## src/rtl/bitvec_frame_pkg.sv

```systemverilog
// Shared types and ASCII defaults for the bit-vector frame transmitter
// and any companion receive-side decoder.
package bitvec_frame_pkg;

   typedef enum logic [1:0] {
      IDLE = 2'd0,
      BITS = 2'd1,
      TERM = 2'd2
   } frame_state_e;

   localparam logic [7:0] ASCII_ZERO = 8'h30;
   localparam logic [7:0] ASCII_STAR = 8'h2A;

endpackage

```

## src/rtl/bitvec_frame_tx.sv

```systemverilog
// Serialises a snapshotted W-bit vector as ASCII '0'/'1' bytes, LSB first, plus a terminator.
// Optional BITVEC_FRAME_TX_CHANGE_ONLY_EN: only transmit when the vector differs from the last one sent.
module bitvec_frame_tx
   import bitvec_frame_pkg::*;
#(
   parameter int         W         = 64,
   parameter logic [7:0] TERM_CHAR = ASCII_STAR,
   parameter logic [7:0] ZERO_CHAR = ASCII_ZERO
) (
   input  logic         clk_48mhz,
   input  logic         reset,
   input  logic [W-1:0] vec_in,
   input  logic         tx_en,
   output logic [7:0]   tx_data,
   output logic         tx_valid,
   input  logic         tx_ready,
   output logic         frame_done,
   output logic         busy
);

   localparam int              IDX_W    = (W > 1) ? $clog2(W) : 1;
   localparam logic [IDX_W-1:0] IDX_LAST = IDX_W'(W - 1);

   localparam logic [1:0] ST_IDLE = 2'(IDLE);
   localparam logic [1:0] ST_BITS = 2'(BITS);
   localparam logic [1:0] ST_TERM = 2'(TERM);

   logic [1:0]       state;
   logic [IDX_W-1:0] idx;
   logic [IDX_W-1:0] idx_nxt;
   logic [W-1:0]     snapshot;
   logic             next_bit;
   logic             xfer;
   logic             start;

   function automatic logic [7:0] bit_char(input logic b);
      return ZERO_CHAR + {7'd0, b};
   endfunction

   assign idx_nxt  = idx + 1'b1;
   // Mask-and-reduce picks the next bit without an index narrower than the shift range.
   assign next_bit = |(snapshot & (W'(1) << idx_nxt));
   assign xfer     = tx_valid & tx_ready;
   assign busy     = (state != ST_IDLE);

`ifdef BITVEC_FRAME_TX_CHANGE_ONLY_EN
   logic [W-1:0] last_sent;
   logic         first_frame;

   assign start = tx_en & (first_frame | (vec_in != last_sent));

   always_ff @(posedge clk_48mhz) begin
      if (!reset) begin
         last_sent   <= '0;
         first_frame <= 1'b1;
      end else if (state == ST_IDLE && start) begin
         last_sent   <= vec_in;
         first_frame <= 1'b0;
      end
   end
`else
   assign start = tx_en;
`endif

   always_ff @(posedge clk_48mhz) begin
      if (!reset) begin
         state      <= ST_IDLE;
         tx_valid   <= 1'b0;
         tx_data    <= '0;
         frame_done <= 1'b0;
         idx        <= '0;
         snapshot   <= '0;
      end else begin
         frame_done <= 1'b0;
         case (state)
            ST_IDLE: begin
               if (start) begin
                  // First byte comes straight from vec_in so it is valid one cycle after start.
                  snapshot <= vec_in;
                  idx      <= '0;
                  tx_data  <= bit_char(vec_in[0]);
                  tx_valid <= 1'b1;
                  state    <= ST_BITS;
               end
            end
            ST_BITS: begin
               if (xfer) begin
                  if (idx == IDX_LAST) begin
                     tx_data <= TERM_CHAR;
                     state   <= ST_TERM;
                  end else begin
                     idx     <= idx_nxt;
                     tx_data <= bit_char(next_bit);
                  end
               end
            end
            ST_TERM: begin
               if (xfer) begin
                  tx_valid   <= 1'b0;
                  frame_done <= 1'b1;
                  state      <= ST_IDLE;
               end
            end
            default: begin
               tx_valid <= 1'b0;
               state    <= ST_IDLE;
            end
         endcase
      end
   end

endmodule

```

## config.mk

```make
export PLATFORM = sky130hd
export DESIGN_NAME = bitvec_frame_tx
export DESIGN_NICKNAME = d
export VERILOG_FILES = /design/src/rtl/bitvec_frame_pkg.sv /design/src/rtl/bitvec_frame_tx.sv
export SDC_FILE = /design/constraint.sdc
export NUM_CORES = 1
export LEC_CHECK = 0
export CAP_MARGIN = 40
export CORE_ASPECT_RATIO = 1.5
export CORE_MARGIN = 3
export CORE_UTILIZATION = 51
export DETAILED_ROUTE_END_ITERATION = 10
export PLACE_DENSITY_LB_ADDON = 0.08
export SLEW_MARGIN = 5
export SYNTH_ARGS = -nofsm -noshare
export SYNTH_HDL_FRONTEND = slang
export SYNTH_SLANG_ARGS = --single-unit
```

## constraint.sdc

```tcl
create_clock -name clk_48mhz -period 3 [get_ports clk_48mhz]
set_input_delay 0.6 -clock clk_48mhz [delete_from_list [all_inputs] [get_ports clk_48mhz]]
set_output_delay 0.6 -clock clk_48mhz [all_outputs]
set_load 0.02 [all_outputs]
```

### After elaboration in Yosys (flattened, before gate mapping)

Index checks and enable logic that the tools add are counted.
Widths: inputs -> output; s select.

* add/subtract/negate cells: 3
* reduce and logical (&&, ||, !) cells: 10
* bitwise logic cells: 3
* equality and inequality tests: 8
* mux-type cells: 17
* shift-type cells: 1

Operators with widths (count)
* $and 64x64->64: 1
* $reduce_or 64->1: 1
* $shl 1x6->64 const A: 1
* $mux 6: 3
* $mux 8: 2
* $pmux 8 s2: 1
* $add 6x1->7 const A: 2
* $pmux 6 s2: 1
* $ne 2x2->1 const B: 5
* $mux 2: 4
* $reduce_and 4->1: 2
* $mux 7: 1
* $add 6x1->6 const B: 1
* $eq 6x6->1 const B: 1
* $pmux 2 s3: 1
* $reduce_and 3->1: 2
* $reduce_and 2->1: 2
* $reduce_bool 2->1: 2
* $mux 1: 3
* $pmux 1 s3: 1
* $eq 2x1->1 const B: 1
* $eq 2x2->1 const B: 1
* $logic_not 2->1: 1
* $and 1x1->1: 1
* $not 1->1: 1

* word-level logic and storage cells: 48
* flip-flop bits (word level): 82
* output and inout bits: 11
* bits of input ports: 68

### Longest topological paths before layout

* word-level depth: 8
* mapped depth: 10
* gate-level depth less buffers: 9

### Least setup slack after synthesis

Ideal clock, no wire load.

* path type: register to register
* from: reg idx[0]
* to: reg tx_data[0]
* arrival time: 2.066 ns
* data required time: 2.942 ns
* slack: 0.876 ns
* setup time: 0.058 ns
* path buffers: 1
* stages on the path, launching flop included: 11
* period minus slack after synthesis: 2.124 ns
* cells stage by stage: dfxtp_1 > inv_1 > ha_1 > buf_2 > a22oi_1 > mux4_2 > or3_1 > o311ai_1 > nor4_1 > a31oi_1 > o21a_1

* word-level cells in the longest chain between the ends: 8
* elaborated cells between the ends (all ways): 9

Ends and longest elaborated chain
* start, declared: line bitvec_frame_tx.sv:29 `logic [IDX_W-1:0] idx;`
* start signal, assigned: line bitvec_frame_tx.sv:92 `idx <= idx_nxt;`
* $add 6x1->6: line bitvec_frame_tx.sv:40 `assign idx_nxt = idx + 1'b1;`
* $shl 1x6->64: line bitvec_frame_tx.sv:42 `assign next_bit = |(snapshot & (W'(1) << idx_nxt));`
* $and 64x64->64: line bitvec_frame_tx.sv:42
* $reduce_or 64->1: line bitvec_frame_tx.sv:42
* $add 6x1->7: line bitvec_frame_tx.sv:37 `return ZERO_CHAR + {7'd0, b};`
* $mux 7 (*): line bitvec_frame_tx.sv:88 `if (idx == IDX_LAST) begin`
* $mux 8 (*): line bitvec_frame_tx.sv:87 `if (xfer) begin`
* $pmux 8 s2 (*): line bitvec_frame_tx.sv:75 `case (state)`
* end signal, assigned: line bitvec_frame_tx.sv:81 `tx_data <= bit_char(vec_in[0]);`
* end signal, assigned: line bitvec_frame_tx.sv:93 `tx_data <= bit_char(next_bit);`
* end, declared: line bitvec_frame_tx.sv:14 `output logic [7:0] tx_data,`

Every way passes the cells marked *; elsewhere a longest branch is shown, timed or not. The select of a mux whose other input is x is not followed.
A chain may end at the register's enable or synchronous reset.

### Final worst setup path

Same ends and word-level chain as after synthesis.

==> run metrics <==
clock transition at the registers of the reported paths about 0.080 ns; buffers inserted by post-CTS timing repair 0; xor/xnor share of the synthesized area less than 1%; aggregate global-route resource usage 26.5%; Worst VDD drop approximately 370 uV; WS Path Type reg -> reg; max_slew headroom 57.5%; synthesis-stage register bit count 78; vias per cell between 5 and 6; post-synthesis mux area share 2.52%; cell taking the most area after synthesis dfxtp_1; r2r worst-path depth 9; Max Clock Skew between 0.006 and 0.007 ns; DRC viols 0; Die Ht 113 um; Int Power approximately 0.0017 W; FF+latch area about 1600 um2; Tmin final about 2.6 ns; Initial Util a little over half; hold wc startpoint snapshot[53]; largest net degree at the start of global routing 66; via count 3,890; CP arrival about 2.9 ns; CTS Buffer Depth 2; top-area cell type share of the netlist area between 40% and 50%; ranking of synthesized cells by instance count nand2_1 (153), a21oi_1 (79), dfxtp_1 (78); Synth Area in Simple Gates 24.7%; Largest stage delay, worst path roughly 0.55 ns; fin cells ~680; layout cells sized above 1 6.74%; Routed WL between 10,000 and 15,000 um; worst slew pin tran 0.637 ns; Worst R2R End tx_data[0]; Net Switching ~0.00058 W; max-capacitance violation count 0; TritonCTS Sinks 78; Worst-Skew Late Latency between 0.3 and 0.4 ns; I/O pin count a little under 80; Worst path slowest cell ha_1; die width 77.1 um; RD Place Congestion between 0.9 and 1; Area growth syn-to-layout 26.3%; row cnt 38; Final setup viols 0; sequential fraction of the synthesis area between 40% and 50%; Hold Worst Slack about 0.46 ns; outcome finished clean; hold path cells 2; Synth Flop Type dfxtp_1; CP Launch Type register; buffers added on ports 75; crit end category register; sequential share of power about half; gr ovfl total 0; Comb pwr share around an eighth; final antenna-violating net count 0; highest fanout seen on the critical path 13; Crit path required time about 3.3 ns; ys async rst share 0%; core area between 7000 and 8000 um2; Core Util, Final ~67%; Worst Hold Endpoint snapshot[53]; Final nets approximately 650; multi-input logic area 2090 um2; Fmax achieved ~390 MHz; Syn Inst Count 515; Slew Viols, Final 0; DRT Pass-1 Iters 6; overall power roughly 0.0023 W; vias in the first global route 3,817; critical path, cell by cell inv_1 -> ha_1 -> nand2_1 -> mux4_2 -> or3_1 -> o311ai_1 -> nor4_1 -> a31oi_1 -> o21a_1; largest family of logic cells by synthesized area simple AND/OR/NAND/NOR gates; Clk pwr share 37.9%; DRT iter0 DRCs approximately 320; cts hold-fix bufs 0; post-synth cell types 54; YS warnings 0; FF-to-FF Start idx[0]; first-pass GRT wire length about 18,000 um; clk root buf clkbuf_8; endpoints failing hold 0; Worst Hold Class reg -> reg; WL per Instance 16.3 um; switch share 25.0%; cts repair resizes 0; # diodes 0; Netlist Area Pre-Place 3870 um2; antenna violations before repair 0; total die area about 8700 um2; HPWL after detailed placement 8120 um; Compound-Gate Fraction of Synth Area 23.9%; total negative slack 0 ns; H-tree depth 3; Fillers just under 700; EDFF count, synth 0; Post-Synth Adder-Cell Area 1.62%; Num CTS Buffers 9; PD cells between 400 and 500 nW/um2; most common cell in the netlist nand2_1; synth top area cells dfxtp_1 (40%), nand2_1 (15%), a21oi_1 (10%); fin crit share approximately 86%; TritonCTS clock tree built; Pleak about 1.7 nW; RSZ-0062 raised after global routing no; r2r setup slk 0.43 ns; Cells after DPL 663; Post-Syn Area per Cell approximately 7.5 um2
-- kinds of logic after synthesis --
| logic type | count (synthesis) |
|---|---|
| multiplexers | 8 |
| XOR/XNOR | 3 |
| buffers and inverters | 49 |
| adder cells (fa/ha/maj) | 5 |
| flip-flops | 78 |
| other | 1 |
| AND/OR/NAND/NOR | 221 |
| AO/OA/AOI/OAI | 150 |
-- per-layer routing --
layer	vias to the layer above	wire, um	GRT usage (%)
met5	-	0	0
met4	0	412	14.3
met3	32	480	3.13
met2	114	5670	47.7
met1	1840	4490	30.2
li1	1904	-	-
-- layout by cell type (no fill, tap or decap), drive strengths merged, types with 10 or more instances in the layout --
cell type      synthesis  final
a21oi                 79     79
a22oi                 17     17
buf                   17     13
clkbuf                25     11
clkdlybuf4s50          0     75
dfxtp                 78     78
nand2                153    153
nand3                 15     15
nor2                  15     15
o21ai                 10     10
-- power groups by stage --
stage	clock network, W	registers (W)	logic (W)
6_report	0.000879	0.00114	0.000307
5_1_grt	0.000927	0.00114	0.000341
4_1_cts	0.000896	0.00114	0.000310
3_5_place_dp	0	0.00116	0.000309
3_3_place_gp	0	0.00116	0.000301
2_1_floorplan	0	0.00115	0.000163
-- worst max path at each step --
stage	cells after the start	from	to
final	9	idx[0]	tx_data[0]
after global routing	9	idx[0]	tx_data[0]
after CTS	9	idx[0]	tx_data[0]
after detailed placement	8	tx_en	tx_data[0]
after global placement	8	tx_en	tx_data[0]
after floorplan	10	idx[0]	tx_data[0]
-- critical path: cells and delay by family, from the launching register on --
family          cells  cell delay [ns]
compound gates      3             0.40
fa+ha+maj           1             0.55
buf+inv             1             0.14
flops               1             0.40
mux                 1             0.46
simple gates        3             0.57
-- cell type report --
type / instances / share of cell area, %
Clock inverter: 5 / 1.66
Tap cell: 100 / 2.56
Timing Repair Buffer: 88 / 17.6
Sequential cell: 78 / 32.0
Multi-Input combinational cell: 390 / 42.8
Clock buffer: 11 / 2.89
Inverter: 7 / 0.538
-- through the flow --
step                worst slack, ns  cell area (um2)
global placement              0.430             4660
CTS                           0.442             4890
finish                        0.430             4890
floorplan                     0.876             3870
global route                  0.245             4890
detailed placement            0.403             4660
-- sequential cells by signal, summed over array words and instances (netlist names) --
name	count
idx	6
tx_data	4
state	2
snapshot	64
tx_valid	1
frame_done	1
(Power assumes the default switching activity.)
